[src/rtl/ins_cache_ml.sv]
// Direct-mapped instruction cache with whole-line DDR refill and an uncached path for the upper half of the address space.
// Optional hit/miss statistics counters are built when INS_CACHE_STATS_EN is defined.
module ins_cache_ml #(
    parameter int unsigned ISA_WIDTH      = 30,
    parameter int unsigned ADDR_WIDTH_MEM = 16,
    parameter int unsigned DDR_ADDR_WIDTH = 28,
    parameter int unsigned LINE_WORDS     = 16,
    parameter int unsigned NUM_LINES      = 8,
    parameter int unsigned DDR_STRIDE     = 8
) (
    input  logic                      clk,
    input  logic                      rst,
    input  logic                      fetch_req,
    input  logic [ADDR_WIDTH_MEM-1:0] fetch_addr,
    output logic                      fetch_rdy,
    output logic                      ins_valid,
    output logic [ISA_WIDTH-1:0]      instruction,
    input  logic                      flush,
    output logic                      ISA_read_req,
    output logic [DDR_ADDR_WIDTH-1:0] ISA_read_addr,
    output logic [9:0]                isa_read_len,
    input  logic [ISA_WIDTH-1:0]      instruction_to_cache,
    input  logic [9:0]                rd_cnt_isa,
    input  logic                      rd_burst_data_valid
`ifdef INS_CACHE_STATS_EN
    ,
    output logic [31:0]               hit_cnt,
    output logic [31:0]               miss_cnt
`endif
);

    localparam int unsigned OFF_W    = $clog2(LINE_WORDS);
    localparam int unsigned IDX_W    = $clog2(NUM_LINES);
    localparam int unsigned LINE_W   = (IDX_W > 0) ? IDX_W : 1;
    localparam int unsigned MEM_W    = OFF_W + IDX_W;
    localparam int unsigned TAG_W    = ADDR_WIDTH_MEM - MEM_W;
    localparam int unsigned STRIDE_W = $clog2(DDR_STRIDE);
    localparam int unsigned DEPTH    = NUM_LINES * LINE_WORDS;

    typedef enum logic [2:0] {
        S_IDLE,
        S_LOOKUP,
        S_REFILL,
        S_UNCACHED,
        S_RESPOND,
        S_FLUSH
    } state_t;

    state_t                    state;
    logic [ADDR_WIDTH_MEM-1:0] req_addr;
    logic                      beat_done;
    logic                      flush_pend;
    logic [NUM_LINES-1:0]      line_valid;
    logic [TAG_W-1:0]          line_tag [NUM_LINES];
    logic [ISA_WIDTH-1:0]      line_mem [DEPTH];

    // Address decode of the latched request; word select doubles as the storage address.
    logic [MEM_W-1:0]          word_sel_c;
    logic [LINE_W-1:0]         line_sel_c;
    logic [TAG_W-1:0]          tag_c;
    logic                      uncached_c;
    logic                      hit_c;
    logic [ADDR_WIDTH_MEM-1:0] line_base_c;
    logic                      beat_ok_c;
    logic                      fill_we_c;
    logic                      fill_last_c;
    logic [MEM_W-1:0]          fill_addr_c;

    assign word_sel_c  = req_addr[MEM_W-1:0];
    assign line_sel_c  = LINE_W'(word_sel_c >> OFF_W);
    assign tag_c       = req_addr[ADDR_WIDTH_MEM-1:MEM_W];
    assign uncached_c  = req_addr[ADDR_WIDTH_MEM-1];
    assign hit_c       = line_valid[line_sel_c] && (line_tag[line_sel_c] == tag_c);
    assign line_base_c = req_addr & ~ADDR_WIDTH_MEM'(LINE_WORDS - 1);
    assign beat_ok_c   = rd_burst_data_valid && (rd_cnt_isa != 10'd0)
                         && (rd_cnt_isa <= 10'(LINE_WORDS));
    assign fill_we_c   = !rst && (state == S_REFILL) && !beat_done && beat_ok_c;
    assign fill_last_c = (rd_cnt_isa == 10'(LINE_WORDS));
    assign fill_addr_c = (word_sel_c & ~MEM_W'(LINE_WORDS - 1))
                         | (MEM_W'(rd_cnt_isa - 10'd1) & MEM_W'(LINE_WORDS - 1));

    // Line storage: written only by refill beats.
    always_ff @(posedge clk) begin
        if (fill_we_c) begin
            line_mem[fill_addr_c] <= instruction_to_cache;
        end
    end

    // Control FSM; a refill or uncached beat takes one extra cycle to settle before responding.
    always_ff @(posedge clk) begin
        if (rst) begin
            state         <= S_IDLE;
            req_addr      <= '0;
            beat_done     <= 1'b0;
            flush_pend    <= 1'b0;
            line_valid    <= '0;
            fetch_rdy     <= 1'b0;
            ins_valid     <= 1'b0;
            instruction   <= '0;
            ISA_read_req  <= 1'b0;
            ISA_read_addr <= '0;
            isa_read_len  <= '0;
`ifdef INS_CACHE_STATS_EN
            hit_cnt       <= '0;
            miss_cnt      <= '0;
`endif
        end else begin
            if (state != S_IDLE && flush) begin
                flush_pend <= 1'b1;
            end
            case (state)
                S_IDLE: begin
                    if (flush || flush_pend) begin
                        flush_pend <= 1'b0;
                        fetch_rdy  <= 1'b0;
                        state      <= S_FLUSH;
                    end else if (fetch_req && fetch_rdy) begin
                        req_addr  <= fetch_addr;
                        fetch_rdy <= 1'b0;
                        state     <= S_LOOKUP;
                    end else begin
                        fetch_rdy <= 1'b1;
                    end
                end
                S_LOOKUP: begin
                    if (uncached_c) begin
                        ISA_read_req  <= 1'b1;
                        ISA_read_addr <= DDR_ADDR_WIDTH'(req_addr) << STRIDE_W;
                        isa_read_len  <= 10'd1;
                        state         <= S_UNCACHED;
                    end else if (hit_c) begin
                        instruction <= line_mem[word_sel_c];
                        ins_valid   <= 1'b1;
                        state       <= S_RESPOND;
                    end else begin
                        line_valid[line_sel_c] <= 1'b0;
                        ISA_read_req  <= 1'b1;
                        ISA_read_addr <= DDR_ADDR_WIDTH'(line_base_c) << STRIDE_W;
                        isa_read_len  <= 10'(LINE_WORDS);
                        state         <= S_REFILL;
                    end
`ifdef INS_CACHE_STATS_EN
                    if (!uncached_c && hit_c) begin
                        if (hit_cnt != '1) hit_cnt <= hit_cnt + 32'd1;
                    end else begin
                        if (miss_cnt != '1) miss_cnt <= miss_cnt + 32'd1;
                    end
`endif
                end
                S_REFILL: begin
                    if (beat_done) begin
                        line_tag[line_sel_c]   <= tag_c;
                        line_valid[line_sel_c] <= 1'b1;
                        instruction <= line_mem[word_sel_c];
                        ins_valid   <= 1'b1;
                        beat_done   <= 1'b0;
                        state       <= S_RESPOND;
                    end else if (fill_we_c && fill_last_c) begin
                        ISA_read_req <= 1'b0;
                        beat_done    <= 1'b1;
                    end
                end
                S_UNCACHED: begin
                    if (beat_done) begin
                        ins_valid <= 1'b1;
                        beat_done <= 1'b0;
                        state     <= S_RESPOND;
                    end else if (rd_burst_data_valid) begin
                        instruction  <= instruction_to_cache;
                        ISA_read_req <= 1'b0;
                        beat_done    <= 1'b1;
                    end
                end
                S_RESPOND: begin
                    ins_valid <= 1'b0;
                    fetch_rdy <= !(flush_pend || flush);
                    state     <= S_IDLE;
                end
                S_FLUSH: begin
                    line_valid <= '0;
                    flush_pend <= flush;
                    fetch_rdy  <= !flush;
                    state      <= S_IDLE;
`ifdef INS_CACHE_STATS_EN
                    hit_cnt    <= '0;
                    miss_cnt   <= '0;
`endif
                end
                default: state <= S_IDLE;
            endcase
        end
    end

endmodule

[config.mk]
export PLATFORM = sky130hd
export DESIGN_NAME = ins_cache_ml
export DESIGN_NICKNAME = d
export VERILOG_FILES = /design/src/rtl/ins_cache_ml.sv
export SDC_FILE = /design/constraint.sdc
export NUM_CORES = 2
export LEC_CHECK = 0
export ABC_CLOCK_PERIOD_IN_PS = 6630
export CAP_MARGIN = 5
export CORE_UTILIZATION = 30
export CTS_CLUSTER_SIZE = 14
export DETAILED_ROUTE_END_ITERATION = 6
export HOLD_SLACK_MARGIN = 0.12
export PLACE_DENSITY = 0.55
export SETUP_SLACK_MARGIN = 0.3
export SYNTH_ARGS = -nofsm -noshare
export SYNTH_HDL_FRONTEND = slang
export SYNTH_SLANG_ARGS = --single-unit
[constraint.sdc]
create_clock -name clk -period 6.63 [get_ports clk]
set_clock_uncertainty 0.05 [all_clocks]
set_input_delay 1.326 -clock clk [delete_from_list [all_inputs] [get_ports clk]]
set_output_delay 1.326 -clock clk [all_outputs]
set_load 0.05 [all_outputs]
==> out/metrics.yaml <==
run_status:
  status: "finished, violations left"
  violations: "DRC, capacitance limit, slew limit"
setup_path:
  worst-path-max-fanout: 49
  crit_chain: "buf_12 > buf_12 > mux4_2 > a22oi_1 > a21o_1 > o41ai_1 > nor3_1 > nor3_1 > a32o_1"
  rr_worst_depth: 9
  critical_path.slowest_cell: "nor3_1"
  crit_arrival_ps: 5910
  startpoint_type: "flip-flop"
  rrSetupSlack_ps: 1540
  crit_type: "flip-flop to flip-flop"
  required_ps: 7450
  slowest_delay_ps: 1240
  r2r_end: "instruction[7]$_SDFFE_PP0P_"
  crit_path_end_kind: "flip-flop"
worst_hold_path:
  min_from: "req_addr[0]$_SDFFE_PP0P_"
  hold_end: "ISA_read_addr[3]$_SDFFE_PP0P_"
  hold_depth: 1
  hold_path.class: "flip-flop to flip-flop"
timing:
  post-route-period-util_pct: 76.82
  drv_slew: 2
  tightest_slew_ps: 1546
  hold_viol_final: 0
  rsz0062_at_grt: "no"
  setup_viol: 0
  max_slew_margin_pct: -3.842
  fmax_mhz: 196.3
  finalSetupTns_ps: 0
  period_needed_ps: 5093
grt:
  grt_pass1_wl_mm: 643.5
  overflow: 0
  grt_max_degree: 124
  grt_antenna_before_repair: 62
  grt_usage_pct: 17.93
  grt_pass1_vias: 77180
  top_usage_layer: "met2"
  use_met1_pct: 23.46
  met3_usage_pct: 3.513
  use_met2_pct: 29.78
clocking:
  path_clk_slew_ps: 60
  clock_latency_ps: 980
  cts_setup_buffers: 0
  cts_resized: 0
  htreeDepth: 5
  cts_buffers: 410
  tritoncts: "built"
  holdBufCountCts: 0
  ctsLongestPathBuffers: 4
  cts_root_buffer: "clkbuf_16"
  clock_sinks: 3998
layout:
  syn_to_final_growth_pct: 15.64
  drive_gt1_share_pct: 25.61
  multi_input_area_sq_um: 32930
  seq_area_sq_um: 119200
  fin_cells: 14650
  fillers: 46870
  fin_nets: 7638
yosys:
  synth.top_cell.area_share_pct: 76.58
  synth.top_cells.by_area: "edfxtp_1, mux4_2, mux2i_1"
  yosysWarnings: 0
  ys_seq_elements: 3998
  ys_types: 69
  synth_async_sr_flop_share_pct: 0
  synthCells: 7155
  yosysMostFrequentCell: "edfxtp_1"
  yosys-top-cells-count: "edfxtp_1, mux4_2, mux2i_1"
  ys.flop_type: "edfxtp_1"
  synth_area_sq_um: 153400
  synth_top_area_cell: "edfxtp_1"
  synth-edff-count: 3912
  synth-seq-area-share_pct: 77.70
  syn_avg_cell_area_sq_um: 21.44
routing:
  via_per_inst: 5.332
  routedWlPerCell_microns: 32.26
  remaining_drc_errors: 1
  ant_nets: 0
  drtIter0Drc: 11280
  routed_wl_mm: 472.6
  vias: 78130
  firstDrtPassIters: 7
power:
  power.density_nw_per_um2: 306.5
  leakagePower_nw: 52.17
  vdd_ir_drop_max_mv: 0.2267
placed_design:
  dp.cells: 13900
  dp_hpwl_mm: 299.6
  numPortBuffers: 111
  gp_congestion: 0.9098
die:
  die_h_microns: 717.1
  die_area_sq_um: 514200
  die_w_microns: 717.1
  initial_core_util_pct: 30.13
  ios: 132
  std_cell_rows: 262
  fp.coreArea_sq_um: 509100
run:
  cap_violations: 1
-- where the power goes --
group          internal (mW)  total (mW)  leakage [nW]  switching (mW)
registers               27.8        28.1          35.8           0.258
clock network           12.7        22.4          6.28            9.72
logic                   1.17        3.91          10.1            2.74
-- worst max-delay path by stage --
stage | cells after the start | from | slack, ps | to
2_1_floorplan | 9 | rd_cnt_isa[0] | 2110 | line_mem[100][0]$_DFFE_PP_
3_3_place_gp | 11 | rd_cnt_isa[0] | 920 | line_mem[74][21]$_DFFE_PP_
3_5_place_dp | 11 | rd_cnt_isa[0] | 1120 | line_mem[74][11]$_DFFE_PP_
4_1_cts | 9 | flip-flop | 1620 | instruction[15]$_SDFFE_PP0P_
5_1_grt | 10 | flip-flop | 1560 | instruction[28]$_SDFFE_PP0P_
6_report | 9 | flip-flop | 1540 | instruction[7]$_SDFFE_PP0P_
-- metal layers --
metal  share of wire, %  vias up
li1                   -    31230
met4                3.9       12
met3                9.4      725
met1                 38    42060
met5              0.016        -
met2                 49     4103
-- sequential cells by signal, indices dropped and copies added (netlist names), named ones only --
signal / count
line_mem: 3840
line_tag: 72
instruction: 30
req_addr: 16
ISA_read_addr: 15
line_valid: 8
state: 3
isa_read_len: 2
ISA_read_req: 1
beat_done: 1
fetch_rdy: 1
flush_pend: 1
ins_valid: 1
-- through the flow --
stage | hold WS [ps] | setup slack (ps) | cell area (sq um) | total power [mW] | util, %
after floorplan | 391.8 | 2113 | 153500 | 30.35 | -
after global placement | 391.7 | 917.9 | 164600 | 32.45 | 32.32
after detailed placement | 407.7 | 1119 | 164600 | 32.49 | 32.33
after CTS | 405.3 | 1619 | 177400 | 54.60 | 34.84
after global routing | 432.3 | 1557 | 177400 | 55.61 | 34.84
final | 396.0 | 1537 | 177400 | 54.36 | 34.85
-- cells by family (layout without fill, tap and decap cells) --
group,after synthesis,in the layout,share of synthesized area (%)
adders and majority gates,1,1,0.008155
xor gates and xnor gates,9,9,0.05139
muxes,1147,1147,14.39
other,1,28,0.002445
DFF,3998,3998,77.70
buffers and inverters,463,1200,1.629
AOI/OAI and AO/OA,852,852,4.218
and+or+nand+nor,684,684,2.003
-- cell usage in the layout (no fill, tap or decap), types with 13 or more instances in the layout --
cell,n
a2111oi_0,21
a211oi_1,100
a21o_1,23
a21oi_1,107
a221oi_1,80
a22o_1,92
a22oi_1,160
a311oi_1,24
a32o_1,39
buf_12,35
buf_4,320
bufinv_16,28
clkbuf_1,94
clkbuf_16,416
clkdlybuf4s50_1,81
clkinv_1,90
clkinv_2,77
conb_1,20
dfxtp_1,79
edfxtp_1,3912
inv_6,15
mux2_2,58
mux2i_1,246
mux4_2,840
nand2_1,207
nand3_1,36
nand4_1,24
nor2_1,83
nor2_2,13
nor2_4,124
nor2b_1,14
nor3_1,86
nor4_1,31
o211ai_1,13
o21ai_0,31
o221ai_1,19
o22ai_1,58
o41ai_1,15
-- critical path: cells and delay by family (launching register included) --
kind                   cells  cell delay (ps)
AND/OR/NAND/NOR            2             1500
AO/OA/AOI/OAI              4             1070
buffers and inverters      2              730
flip-flops                 1              970
multiplexers               1              570
-- layout make-up --
cell class	count	area share, %
diodes	8	0.01129
clock buffers	517	6.121
clock inverters	230	1.098
inverters	14	0.03174
multi-input cells	2713	18.56
flip-flops and latches	3998	67.20
well taps	6732	4.748
repair buffers	439	2.222
Note: power is estimated with default switching activity, not from simulation.
